**config.mk**
```make
export PLATFORM = sky130hd
export DESIGN_NAME = keep_one_in_n_unzip
export DESIGN_NICKNAME = d
export VERILOG_FILES = /design/src/rtl/keep_one_in_n_unzip.sv
export SDC_FILE = /design/constraint.sdc
export NUM_CORES = 1
export LEC_CHECK = 0
export CAP_MARGIN = 20
export CORE_UTILIZATION = 50
export CTS_BUF_LIST = sky130_fd_sc_hd__clkbuf_8
export CTS_CLUSTER_SIZE = 40
export DETAILED_ROUTE_END_ITERATION = 12
export DONT_BUFFER_PORTS = 1
export GPL_TIMING_DRIVEN = 0
export PLACE_DENSITY = 0.77
export SLEW_MARGIN = 20
export SYNTH_ARGS = -nofsm -noshare
export SYNTH_HDL_FRONTEND = slang
export SYNTH_SLANG_ARGS = --single-unit
export TNS_END_PERCENT = 100
```
**constraint.sdc**
```tcl
create_clock -name clk -period 2 [get_ports clk]
set_input_delay 0.5 -clock clk [delete_from_list [all_inputs] [get_ports clk]]
set_output_delay 0.5 -clock clk [all_outputs]
set_load 0.03 [all_outputs]
```
**src/rtl/keep_one_in_n_unzip.sv**
```systemverilog
// Unpacks one 32-bit word of four 4-bit IQ symbols into four {I16, Q16} samples.
// Build option: define UNZIP_MIDRISE_EN to fill the low 12 bits with 12'h800 instead of zero.
`timescale 1ns/1ps

module keep_one_in_n_unzip #(
   parameter int WIDTH = 32
) (
   input  logic             clk,
   input  logic             reset,
   input  logic [WIDTH-1:0] i_tdata,
   input  logic             i_tlast,
   input  logic             i_tvalid,
   output logic             i_tready,
   output logic [WIDTH-1:0] o_tdata,
   output logic             o_tlast,
   output logic             o_tvalid,
   input  logic             o_tready
);

   generate
      if (WIDTH != 32) begin : g_width_check
         $error("keep_one_in_n_unzip: only WIDTH = 32 is supported");
      end
   endgenerate

`ifdef UNZIP_MIDRISE_EN
   localparam logic [11:0] FILL = 12'h800;
`else
   localparam logic [11:0] FILL = 12'h000;
`endif

   // Both streams are AXI-Stream: a beat transfers on a rising edge where valid and
   // ready are both high; valid and its payload never drop until that beat transfers.

   typedef enum logic {
      ST_EMPTY  = 1'b0,
      ST_LOADED = 1'b1
   } state_t;

   state_t           state, state_d;
   logic [1:0]       lane, lane_d;
   logic [WIDTH-1:0] hold, hold_d;
   logic             hold_last, hold_last_d;
   logic             full;
   logic [7:0]       sel_byte;

   assign full = (state == ST_LOADED);

   always_ff @(posedge clk or posedge reset) begin
      if (reset) begin
         state     <= ST_EMPTY;
         lane      <= 2'd0;
         hold      <= '0;
         hold_last <= 1'b0;
      end else begin
         state     <= state_d;
         lane      <= lane_d;
         hold      <= hold_d;
         hold_last <= hold_last_d;
      end
   end

   // In LOADED, the lane-3 beat may retire the word and capture the next on the same edge.
   always_comb begin
      state_d     = state;
      lane_d      = lane;
      hold_d      = hold;
      hold_last_d = hold_last;
      unique case (state)
         ST_EMPTY: begin
            if (i_tvalid) begin
               state_d     = ST_LOADED;
               lane_d      = 2'd0;
               hold_d      = i_tdata;
               hold_last_d = i_tlast;
            end
         end
         ST_LOADED: begin
            if (o_tready) begin
               if (lane != 2'd3) begin
                  lane_d = lane + 2'd1;
               end else if (i_tvalid) begin
                  lane_d      = 2'd0;
                  hold_d      = i_tdata;
                  hold_last_d = i_tlast;
               end else begin
                  state_d = ST_EMPTY;
                  lane_d  = 2'd0;
               end
            end
         end
         default: begin
            state_d = ST_EMPTY;
            lane_d  = 2'd0;
         end
      endcase
   end

   // Lane order matches the zip packer: top byte first, then the bytes from the bottom up.
   always_comb begin
      sel_byte = 8'h00;
      unique case (lane)
         2'd0:    sel_byte = hold[31:24];
         2'd1:    sel_byte = hold[7:0];
         2'd2:    sel_byte = hold[15:8];
         default: sel_byte = hold[23:16];
      endcase

      i_tready = ~full | ((lane == 2'd3) & o_tready);
      o_tvalid = full;
      o_tlast  = full & hold_last & (lane == 2'd3);
      o_tdata  = '0;
      if (full) begin
         o_tdata = {sel_byte[7:4], FILL, sel_byte[3:0], FILL};
      end
   end

endmodule

```
=== Word-level counts from Yosys, hierarchy flattened ===
Cells that the tools add are included.

* Bits in registers: 36
* Output and inout bits: 35
* Logic and storage cells: 38

* Add/subtract/negate cells: 1
* Equality and inequality tests: 7
* Multiplexer cells: 18
* Bitwise operators: 5
* Reductions and logical operators: 3

{| class="wikitable"
|+ Operator list
! cell !! number
|-
| $mux W32 || 4
|-
| $pmux W32 S2 || 1
|-
| $pmux W8 S3 || 1
|-
| $ne A2 B2 Y1 const B || 4
|-
| $mux W1 || 6
|-
| $mux W2 || 3
|-
| $eq A2 B2 Y1 const B || 2
|-
| $pmux W1 S2 || 2
|-
| $pmux W2 S2 || 1
|-
| $reduce_and A2 Y1 || 2
|-
| $and A1 B1 Y1 || 3
|-
| $add A2 B1 Y2 const B || 1
|-
| $eq A2 B1 Y1 const B || 1
|-
| $logic_not A2 Y1 || 1
|-
| $not A1 Y1 || 1
|-
| $or A1 B1 Y1 || 1
|}

=== Longest topological paths before layout ===
Gate-level depths: netlist of run 1.

* Depth in word-level cells: 4
* Mapped depth: 5
* Gate-level depth less buffers: 4

=== Worst setup path after synthesis of run 1 ===
Ideal clock, no wire load.

* Kind: reg2out
* From: register lane[0]
* To: output o_tdata[30]
* Arrival time: 1.804 ns
* Path slack: -0.304 ns
* Stages on the path, launching flop included: 6
* Cell sequence: dfrtp_1 > ha_1 > buf_2 > buf_2 > a21oi_1 > a221oi_1

* Cells in the longest elaborated chain, start to end: 3
* Elaborated cells on any way between the ends: 5

{| class="wikitable"
|+ RTL lines
! item !! RTL line !! RTL
|-
| start: declaration || 41 || <nowiki>logic [1:0] lane, lane_d;</nowiki>
|-
| start signal: assignment || 57 || <nowiki>lane <= lane_d;</nowiki>
|-
| $eq A2 B2 Y1, or another cell as far along || 102 || <nowiki>unique case (lane)</nowiki>
|-
| $pmux W8 S3 (*) || 102 ||
|-
| $mux W32 (*) || 113 || <nowiki>if (full) begin</nowiki>
|-
| end: declaration || 14 || <nowiki>output logic [WIDTH-1:0] o_tdata,</nowiki>
|}

Every way passes the cells marked *; elsewhere a longest branch is shown, timed or not.

=== Final worst setup path of run 1 ===
* From: register lane[1]
* To: output o_tdata[29]

Same word-level chain as after synthesis.

==> key figures, run 1 <==
Timing
  • Layout Skew: 0.00584 ns
  • Fin. Hold Viols: 0
  • # setup viols final: 8
  • Setup TNS: -1.61 ns
  • Achievable Freq: 449 MHz
  • Slew @ Worst Pin: 0.760 ns
  • Crit share post-route: 111%
  • Slew HR: 49.3%
  • Tmin final: 2.23 ns
  • Setup slack after layout: -0.226 ns
  • RSZ-0062 raised after global routing: yes
  • Slew Limit Fails: 0
  • Hold_ws: 0.220 ns

Route
  • Routed Antenna Nets: 0
  • First drt pass iteration count: 4
  • Remaining DRCs: 0
  • Initial DRC count: 82
  • Total Routed Length: 5.47 mm
  • DR vias: 1700
  • DR WL/cell: 17.3 µm
  • Vias per cell: 5.36

Placement
  • Final HPWL DP: 3.50 mm
  • Port bufs: 0
  • GPL Wtd Cong: 0.802

Synthesis
  • Post-synthesis cell count: 223
  • Synth Area in XOR/XNOR: 0%
  • Distinct cell type count after synthesis: 23
  • Sequential share of the synthesized area: 39.2%
  • Largest family of logic cells by synthesized area: compound AO/OA/AOI/OAI gates
  • Adder-cell area share of the yosys netlist: 2.18%
  • Yosys warns: 0
  • Synth area leaders: dfrtp_1 (39%), o32ai_2 (21%), buf_4 (8.8%)
  • Yosys top cell area share: 39.2%
  • Synthesized area: 2300 µm²
  • Avg Inst Size Synth: 10.3 µm²
  • Simple logic cell fraction of the synthesized area: 6.91%
  • Synth area leader: dfrtp_1
  • Flops & latches, synth: 36
  • Mux contribution to synthesized area: 0.435%
  • Synth Area in Compound Gates: 31.4%

Pwr
  • Combinational group share of total power: 61.2%
  • Max IR drop VDD: 0.812 mV
  • Leak Pwr: 1.37 nW
  • Psw: 2.03 mW
  • Sw Ratio: 43.0%
  • Clock power share: 11.1%
  • Design Power: 4.71 mW
  • Internal power: 2.69 mW
  • Power per cell area: 1630 nW/µm²
  • Sequential share of power: 27.7%

Cells and area
  • Core Util, Final: 66.1%
  • ANT cells: 0
  • Fillers: 318
  • Area grow syn2layout: 26.0%
  • Multi-input combinational cell area: 1220 µm²
  • Ratio of cells with drive above 1 in the final layout: 41.5%
  • Most frequent cells in the layout: buf_4 (36), inv_1 (35), dfrtp_1 (35)
  • Seq. cell area: 902 µm²
  • Commonest non-fill, non-tap cell in the layout: buf_4
  • Layout Nets: 305

Run status
  • Status: finished, violations left
  • Violated checks: negative setup slack

Floorplanning
  • Area of the core: 4380 µm²
  • Initial core utilization: 52.5%
  • Die X: 69.8 µm
  • Die Span Y: 69.8 µm
  • I/O Pins: 72
  • Die Area: 4870 µm²
  • Rows: 24

CTS
  • Clk Latency, worst-skew pair: 0.29 ns
  • Bufs on Longest Clock Path: 2
  • CTS tree: built
  • H-tree levels: 2
  • Clk Tree Root Cell: clkbuf_8
  • Worst-path clk slew: 0.07 ns
  • TritonCTS Sinks: 36
  • Inserted Clock Buffers: 5

Critical path
  • CP Launch Type: flip-flop
  • Critical-path cell list: buf_6 -> inv_6 -> ha_4 -> a22oi_1 -> a221oi_4
  • FF-to-FF End: hold[2]
  • Endpoint class of the critical path: output port
  • CP Max Fanout: 8
  • Critical Path Max Stage Delay: 0.49 ns
  • Setup CP Type: reg2out
  • FF-to-FF Start: lane[0]
  • Flop-to-flop setup slack: 0.32 ns
  • WP data arrival: 1.73 ns
  • CP required: 1.50 ns
  • Worst R2R Path Depth: 7
  • Critical-path top delay cell: a221oi_4

GRT
  • Initial antenna violation count: 0
  • Largest net degree at the start of global routing: 37
  • Global-route wire length before repair: 8.69 mm
  • Total GRT Usage: 24.0%
  • GRT overflow: 0
  • Vias in the first global route: 1654

Run
  • Max cap viols: 0

Hold path
  • Worst Hold Class: in2async
==> critical path: cells and delay by family, from the launching register on <==
kind / cells / cell delay (ns)
DFF: 1 / 0.40
AOI/OAI and AO/OA: 2 / 0.63
buffers and inverters: 2 / 0.19
adders and majority gates: 1 / 0.20
==> Yosys cell counts <==
cell type and count:
nand2_1 33, a21boi_4 1, a221oi_1 7, and3_1 2, clkbuf_1 6, a211oi_1 1
o32ai_1 3, dfrtp_1 36, conb_1 1, a32o_1 2, nor2b_1 2, nor2_1 1
ha_1 4, or2_1 1, inv_2 1, buf_6 5, buf_4 27, a22oi_1 8
mux2i_1 1, inv_1 37, buf_2 6, a21oi_1 8, o32ai_2 30
==> worst max-delay path by stage <==
stage / start / to / depth (start not counted) / slack, ns
2_1_floorplan: lane[0] / o_tdata[12] / 4 / -0.04
3_3_place_gp: lane[0] / o_tdata[12] / 5 / -0.31
3_5_place_dp: lane[0] / o_tdata[12] / 5 / -0.30
4_1_cts: lane[0] / o_tdata[12] / 5 / -0.21
5_1_grt: lane[1] / o_tdata[12] / 5 / -0.28
6_report: lane[1] / o_tdata[29] / 5 / -0.23
==> routing by layer <==
| layer | global-route usage, % | routed length, µm | up-vias |
|---|---|---|---|
| li1 | - | - | 811 |
| met5 | 0 | 0 | - |
| met1 | 31.2 | 2320 | 816 |
| met3 | 6.83 | 399 | 9 |
| met4 | 10.2 | 116 | 0 |
| met2 | 37.3 | 2640 | 64 |
==> kinds of logic after synthesis <==
logic type | count (synthesis)
simple gates | 39
buf+inv | 82
fa+ha+maj | 4
flops | 36
compound gates | 60
mux | 1
other cells | 1
==> power groups by stage <==
stage | clock, mW | combinational, mW | sequential [mW]
6_report | 0.523 | 2.89 | 1.30
5_1_grt | 0.567 | 3.07 | 1.34
4_1_cts | 0.531 | 2.83 | 1.29
3_5_place_dp | 0 | 2.24 | 1.30
3_3_place_gp | 0 | 2.20 | 1.30
2_1_floorplan | 0 | 1.98 | 1.23
==> what timing repair did <==
action,in CTS,in global routing
buffers inserted,12,1
gates cloned,1,0
hold buffers,0,0
resized for setup,34,2
endpoints found under the setup margin,10,10
pin swaps,11,4
==> state kept, by name (all words and copies together) (netlist names) <==
name       count
hold          32
lane           2
hold_last      1
o_tvalid       1
==> area by class of cell <==
type,count,area share (%)
well taps,52,2.25
clock inverters,2,0.259
clock buffers,6,2.85
flip-flops and latches,36,31.1
multi-input cells,128,42.0
repair buffers,14,4.71
plain buffers,41,11.5
inverters,38,5.31
==> per-stage QoR <==
| step | area (µm²) | cells | worst slack (ns) |
|---|---|---|---|
| detailed placement | 2520 | 298 | -0.299 |
| CTS | 2880 | 316 | -0.214 |
| finish | 2900 | 317 | -0.226 |
| global route | 2900 | 317 | -0.275 |
| floorplan | 2450 | 246 | -0.0406 |
| global placement | 2520 | 298 | -0.313 |
(Power assumes the default switching activity.)
==> inputs of run 2 (changes only) <==
--- a/config.mk
+++ b/config.mk
@@ -7,7 +7,6 @@
 export LEC_CHECK = 0
 export CAP_MARGIN = 20
 export CORE_UTILIZATION = 50
-export CTS_BUF_LIST = sky130_fd_sc_hd__clkbuf_8
 export CTS_CLUSTER_SIZE = 40
 export DETAILED_ROUTE_END_ITERATION = 12
 export DONT_BUFFER_PORTS = 1
==> run 2 against run 1 <==
Net effect:
- the run still ends with negative setup slack left
- first-iteration DRC count did not move
- clock skew barely moved
- combinational power barely moved
- flip-flop and latch count did not move
- cell count did not move
- non-clock buffer count did not move
- fmax barely moved
- hold slack improved by 0.0030 ns
- via count rose by 0.47%
- clock-buffer cell count rose by 2
==> key figures, run 2 (synthesis results as in run 1) <==
Run status
  • Status: finished, violations left (unchanged)
  • Violated checks: negative setup slack (unchanged)

Floorplanning
  • Initial core utilization: 52.5% (unchanged)
  • Area of the core: 4380 µm² (unchanged)
  • I/O Pins: 72 (unchanged)
  • Die X: 69.8 µm (unchanged)
  • Die Span Y: 69.8 µm (unchanged)
  • Rows: 24 (unchanged)
  • Die Area: 4870 µm² (unchanged)

Cells and area
  • Multi-input combinational cell area: 1220 µm² (unchanged)
  • Most frequent cells in the layout: buf_4 (36), dfrtp_1 (35), inv_1 (33), nand2_1 (33), o32ai_2 (30) (was buf_4 (36), inv_1 (35), dfrtp_1 (35))
  • ANT cells: 0 (unchanged)
  • Area grow syn2layout: 26.0% (unchanged)
  • Fin area: 2900 µm² (unchanged)
  • Layout Nets: 305 (unchanged)
  • Reg with most FFs: hold (unchanged)
  • Largest regs: hold: 32 flops, lane: 2 flops (unchanged)
  • Core Util, Final: 66.1% (unchanged)
  • Max reg flops: 32 (unchanged)
  • Ratio of cells with drive above 1 in the final layout: 41.5% (unchanged)
  • Seq. cell area: 902 µm² (unchanged)
  • Fillers: 318 (unchanged)
  • Commonest non-fill, non-tap cell in the layout: buf_4 (unchanged)

Timing
  • Slew @ Worst Pin: 0.765 ns (was 0.760 ns)
  • Layout Skew: 0.00572 ns (was 0.00584 ns)
  • RSZ-0062 raised after global routing: yes (unchanged)
  • Setup slack after layout: -0.225 ns (was -0.226 ns)
  • Crit share post-route: 111% (about the same)
  • Slew HR: 48.9% (was 49.3%)
  • Tmin final: 2.23 ns (about the same)
  • Achievable Freq: 449 MHz (about the same)
  • Slew Limit Fails: 0 (unchanged)
  • Hold_ws: 0.223 ns (was 0.220 ns)
  • Fin. Hold Viols: 0 (unchanged)
  • # setup viols final: 8 (unchanged)

GRT
  • Total GRT Usage: 24.0% (unchanged)
  • Initial antenna violation count: 0 (unchanged)
  • GRT overflow: 0 (unchanged)
  • Global-route wire length before repair: 8.69 mm (unchanged)
  • Largest net degree at the start of global routing: 37 (unchanged)
  • Vias in the first global route: 1654 (unchanged)

Pwr
  • Max IR drop VDD: 0.811 mV (was 0.812 mV)
  • Power per cell area: 1630 nW/µm² (about the same)
  • Design Power: 4.72 mW (was 4.71 mW)
  • Leak Pwr: 1.36 nW (was 1.37 nW)

Critical path
  • Critical Path Sink: o_tdata[29] (unchanged)
  • Worst path bufs/invs: 2 (unchanged)
  • Flop-to-flop setup slack: 0.31 ns (was 0.32 ns)
  • Worst R2R Path Depth: 7 (unchanged)
  • WP data arrival: 1.73 ns (about the same)
  • CP required: 1.50 ns (about the same)
  • CP Launch Type: flip-flop (unchanged)
  • WP depth: 5 (unchanged)
  • Critical-path cell list: buf_6 -> inv_6 -> ha_4 -> a22oi_1 -> a221oi_4 (unchanged)
  • Critical Path Max Stage Delay: 0.49 ns (about the same)
  • Top cell family by delay on the critical path: compound AO/OA/AOI/OAI gates (unchanged)
  • CP Max Fanout: 8 (unchanged)
  • Setup CP Type: reg2out (unchanged)
  • Critical-path top delay cell: a221oi_4 (unchanged)
  • FF-to-FF Start: lane[0] (unchanged)
  • Endpoint class of the critical path: output port (unchanged)
  • CP startpoint: lane[1] (unchanged)
  • FF-to-FF End: hold[2] (unchanged)

CTS
  • Hold-fix buffers, CTS: 0 (unchanged)
  • H-tree levels: 2 (unchanged)
  • Worst-path clk slew: 0.07 ns (about the same)
  • CTS tree: built (unchanged)
  • TritonCTS Sinks: 36 (unchanged)
  • Clk Tree Root Cell: clkbuf_8 (unchanged)
  • Clk Latency, worst-skew pair: 0.29 ns (about the same)
  • Inserted Clock Buffers: 5 (unchanged)
  • Bufs on Longest Clock Path: 2 (unchanged)

Placement
  • Port bufs: 0 (unchanged)
  • DP Worst Slack: -0.299 ns (unchanged)
  • GPL Wtd Cong: 0.802 (unchanged)
  • Final HPWL DP: 3.50 mm (unchanged)
  • Placed inst area: 2520 µm² (unchanged)

Run
  • Max cap viols: 0 (unchanged)

Route
  • DR WL/cell: 17.2 µm (was 17.3 µm)
  • Initial DRC count: 82 (unchanged)
  • First drt pass iteration count: 4 (unchanged)
  • Total Routed Length: 5.47 mm (about the same)
  • DR vias: 1708 (was 1700)
  • Routed Antenna Nets: 0 (unchanged)
  • Vias per cell: 5.39 (was 5.36)
  • Remaining DRCs: 0 (unchanged)

Hold path
  • Worst Hold Class: in2async (unchanged)
## run 2: how the worst min path moves through the flow
stage / depth (start not counted) / to
final: 1 / hold[11]
after CTS: 1 / hold[12]
after global placement: 1 / lane[1]
after floorplan: 1 / lane[1]
after detailed placement: 1 / lane[1]
after global routing: 1 / hold[16]
## run 2: area by class of cell
class,count,share of cell area [%]
multi-input combinational,128,42.0
sequential,36,31.1
buffer,41,11.5
inverter,38,5.31
timing repair buffer,14,4.71
clock buffer,8,3.11
tap,52,2.25
## run 2: through the flow
step                instances  setup TNS (ns)
detailed placement        298           -2.10
floorplan                 246          -0.256
global placement          298           -2.17
finish                    317           -1.61
global route              317           -2.11
CTS                       316           -1.52
## run 2: metal layers
metal / track usage [%] / wire, µm
met1: 31.2 / 2300
met3: 6.83 / 417
met4: 10.2 / 116
met2: 37.3 / 2630
met5: 0 / 0
## run 2: what timing repair did
item                       CTS  global route
resized for setup           34             2
setup buffers               12             1
pin swaps                   11             4
cloned                       1             0
setup endpoints to repair   10            10
## run 2: power by group
group / total (mW) / switching, mW / internal [mW]
Sequential: 1.30 / 0.222 / 1.08
Clock: 0.532 / 0.252 / 0.281
Combinational: 2.89 / 1.55 / 1.33
Total: 4.72 / 2.03 / 2.70
==> inputs of run 3 (changes only) <==
--- a/config.mk
+++ b/config.mk
@@ -6,6 +6,7 @@
 export NUM_CORES = 1
 export LEC_CHECK = 0
 export CAP_MARGIN = 20
+export CORE_MARGIN = 1.5
 export CORE_UTILIZATION = 50
 export CTS_CLUSTER_SIZE = 40
 export DETAILED_ROUTE_END_ITERATION = 12
==> constraint.sdc (replaced) <==
create_clock -name clk -period 2 [get_ports clk]
set_input_delay 0.3 -clock clk [delete_from_list [all_inputs] [get_ports clk]]
set_output_delay 0.3 -clock clk [all_outputs]
set_load 0.03 [all_outputs]
==> run 3 against run 2 <==
Net effect:
- the run still ends with negative setup slack left
- routed wire length rose by 0.66%
- non-clock buffer count fell by 6
- via count decreased by 0.18%
- critical path depth down 1
- total power up 0.40%
- die area up 2.9%
- hold slack worse by 0.20 ns
- register-to-register slack gained 0.05 ns
- setup slack better by 0.18 ns
- clock-buffer cell count is 1 lower
- critical path type unchanged
==> key figures, run 3 (synthesis results as in run 1) <==
Run status
  • Status: finished, violations left (unchanged)
  • Violated checks: negative setup slack (unchanged)

Cells and area
  • Area grow syn2layout: 25.6% (was 26.0%)
  • Core Util, Final: 65.9% (was 66.1%)
  • Most frequent cells in the layout: inv_1 (33), nand2_1 (33), dfrtp_1 (33) (was buf_4 (36), dfrtp_1 (35), inv_1 (33), nand2_1 (33), o32ai_2 (30))
  • Ratio of cells with drive above 1 in the final layout: 41.5% (about the same)
  • Fin area: 2890 µm² (was 2900 µm²)
  • Reg with most FFs: hold (unchanged)
  • Layout Nets: 299 (was 305)
  • Largest regs: hold: 32 flops, lane: 2 flops (unchanged)
  • Fin cells: 310 (was 317)
  • ANT cells: 0 (unchanged)
  • Max reg flops: 32 (unchanged)

Pwr
  • Leak Pwr: 1.34 nW (was 1.36 nW)
  • Sequential share of power: 28.0% (was 27.6%)
  • Sw Ratio: 43.2% (was 42.9%)
  • Internal power: 2.70 mW (about the same)
  • Psw: 2.05 mW (was 2.03 mW)
  • Clock power share: 11.9% (was 11.3%)
  • Design Power: 4.74 mW (was 4.72 mW)
  • Combinational group share of total power: 60.1% (was 61.1%)
  • Power per cell area: 1640 nW/µm² (was 1630 nW/µm²)
  • Max IR drop VDD: 0.882 mV (was 0.811 mV)

Critical path
  • Flop-to-flop setup slack: 0.36 ns (was 0.31 ns)
  • CP required: 1.70 ns (was 1.50 ns)
  • Critical-path cell list: ha_4 -> clkbuf_16 -> clkbuf_16 -> a221oi_4 (was buf_6 -> inv_6 -> ha_4 -> a22oi_1 -> a221oi_4)
  • Critical-path top delay cell: a221oi_4 (unchanged)
  • FF-to-FF End: hold[31] (was hold[2])
  • Worst path bufs/invs: 2 (unchanged)
  • WP data arrival: 1.75 ns (was 1.73 ns)
  • Critical Path Max Stage Delay: 0.48 ns (was 0.49 ns)
  • Most used cell, CP: clkbuf_16
  • FF-to-FF Start: lane[0] (unchanged)
  • CP startpoint: lane[0] (was lane[1])
  • Endpoint class of the critical path: output port (unchanged)
  • CP Max Fanout: 5 (was 8)
  • CP Launch Type: flip-flop (unchanged)
  • Worst R2R Path Depth: 5 (was 7)
  • Setup CP Type: reg2out (unchanged)
  • Top cell family by delay on the critical path: compound AO/OA/AOI/OAI gates (unchanged)

Placement
  • Final HPWL DP: 3.60 mm (was 3.50 mm)
  • GPL Wtd Cong: 0.823 (was 0.802)
  • Port bufs: 0 (unchanged)
  • DP Worst Slack: -0.431 ns (was -0.299 ns)
  • Placed inst area: 2460 µm² (was 2520 µm²)
  • Placed Cells incl. Taps: 298 (unchanged)

Timing
  • Tmin final: 2.05 ns (was 2.23 ns)
  • Slew @ Worst Pin: 0.764 ns (was 0.765 ns)
  • Hold_ws: 0.0218 ns (was 0.223 ns)
  • Setup TNS: -0.227 ns (was -1.61 ns)
  • Fin. Hold Viols: 0 (unchanged)
  • Slew Limit Fails: 0 (unchanged)
  • RSZ-0062 raised after global routing: yes (unchanged)
  • # setup viols final: 6 (was 8)
  • Slew HR: 49.0% (was 48.9%)
  • Layout Skew: 0.00918 ns (was 0.00572 ns)
  • Crit share post-route: 102% (was 111%)
  • Achievable Freq: 488 MHz (was 449 MHz)
  • Setup slack after layout: -0.0500 ns (was -0.225 ns)

Floorplanning
  • Die Span Y: 70.8 µm (was 69.8 µm)
  • Die X: 70.8 µm (was 69.8 µm)
  • Initial core utilization: 52.5% (unchanged)
  • I/O Pins: 72 (unchanged)
  • Die Area: 5020 µm² (was 4870 µm²)
  • Rows: 24 (unchanged)
  • Area of the core: 4380 µm² (unchanged)

Run
  • Max cap viols: 0 (unchanged)

Route
  • Routed Antenna Nets: 0 (unchanged)
  • DR WL/cell: 17.7 µm (was 17.2 µm)
  • Total Routed Length: 5.50 mm (was 5.47 mm)
  • DR vias: 1705 (was 1708)
  • Vias per cell: 5.50 (was 5.39)
  • Remaining DRCs: 0 (unchanged)
  • First drt pass iteration count: 4 (unchanged)
  • Initial DRC count: 64 (was 82)

CTS
  • H-tree levels: 2 (unchanged)
  • Worst-path clk slew: 0.07 ns (about the same)
  • Clk Latency, worst-skew pair: 0.30 ns (was 0.29 ns)
  • Clk Tree Root Cell: clkbuf_8 (unchanged)
  • CTS tree: built (unchanged)
  • Inserted Clock Buffers: 5 (unchanged)
  • TritonCTS Sinks: 36 (unchanged)
  • Bufs on Longest Clock Path: 2 (unchanged)

GRT
  • Total GRT Usage: 21.6% (was 24.0%)
  • Largest net degree at the start of global routing: 37 (unchanged)
  • Vias in the first global route: 1550 (was 1654)
  • Global-route wire length before repair: 8.12 mm (was 8.69 mm)
  • Initial antenna violation count: 0 (unchanged)
  • GRT overflow: 0 (unchanged)

Hold path
  • Worst Hold Class: in2async (unchanged)
==> run 3: what timing repair did <==
| item | 4_1_cts | 5_1_grt |
|---|---|---|
| gates resized for setup | 33 | 12 |
| hold buffers | 0 | 0 |
| setup endpoints to repair | 10 | 9 |
| hold endpoints to repair | 0 | 0 |
| setup buffers | 4 | 2 |
| pin swaps | 5 | 8 |
| cloned | 0 | 2 |
==> run 3: final cells by class <==
type / count / area [µm²]
inverters: 38 / 154
repair buffers: 8 / 95.1
multi-input cells: 128 / 1240
fillers: 342 / 1500
clock buffers: 7 / 96.3
plain buffers: 41 / 338
flip-flops and latches: 36 / 905
well taps: 52 / 65.1
==> run 3: power groups by stage <==
stage,clock (mW),combinational [mW],sequential (mW)
floorplan,0,1.82,1.23
global placement,0,2.05,1.30
detailed placement,0,2.10,1.31
CTS,0.561,2.66,1.30
global route,0.591,3.03,1.37
finish,0.565,2.85,1.33
==> run 3: worst max path at each step <==
stage | slack (ns) | to | cells after the start
CTS | -0.04 | o_tdata[14] | 4
global placement | -0.42 | o_tdata[14] | 5
floorplan | -0.09 | o_tdata[12] | 4
finish | -0.05 | o_tdata[28] | 4
global route | -0.09 | o_tdata[14] | 4
detailed placement | -0.43 | o_tdata[12] | 5
==> run 3: worst register-to-register path: stages, from the launching register on <==
cell	delay, ns
dfrtp_2	0.45
ha_4	0.19
clkbuf_16	0.16
a21boi_4	0.32
buf_4	0.29
o32ai_2	0.10
==> run 3: layer usage <==
metal	wire (µm)	global-route usage, %	up-vias
met5	0	0	-
met4	105	9.43	0
met3	403	6.41	10
met2	2830	34.6	72
met1	2160	27.3	832
li1	-	-	791
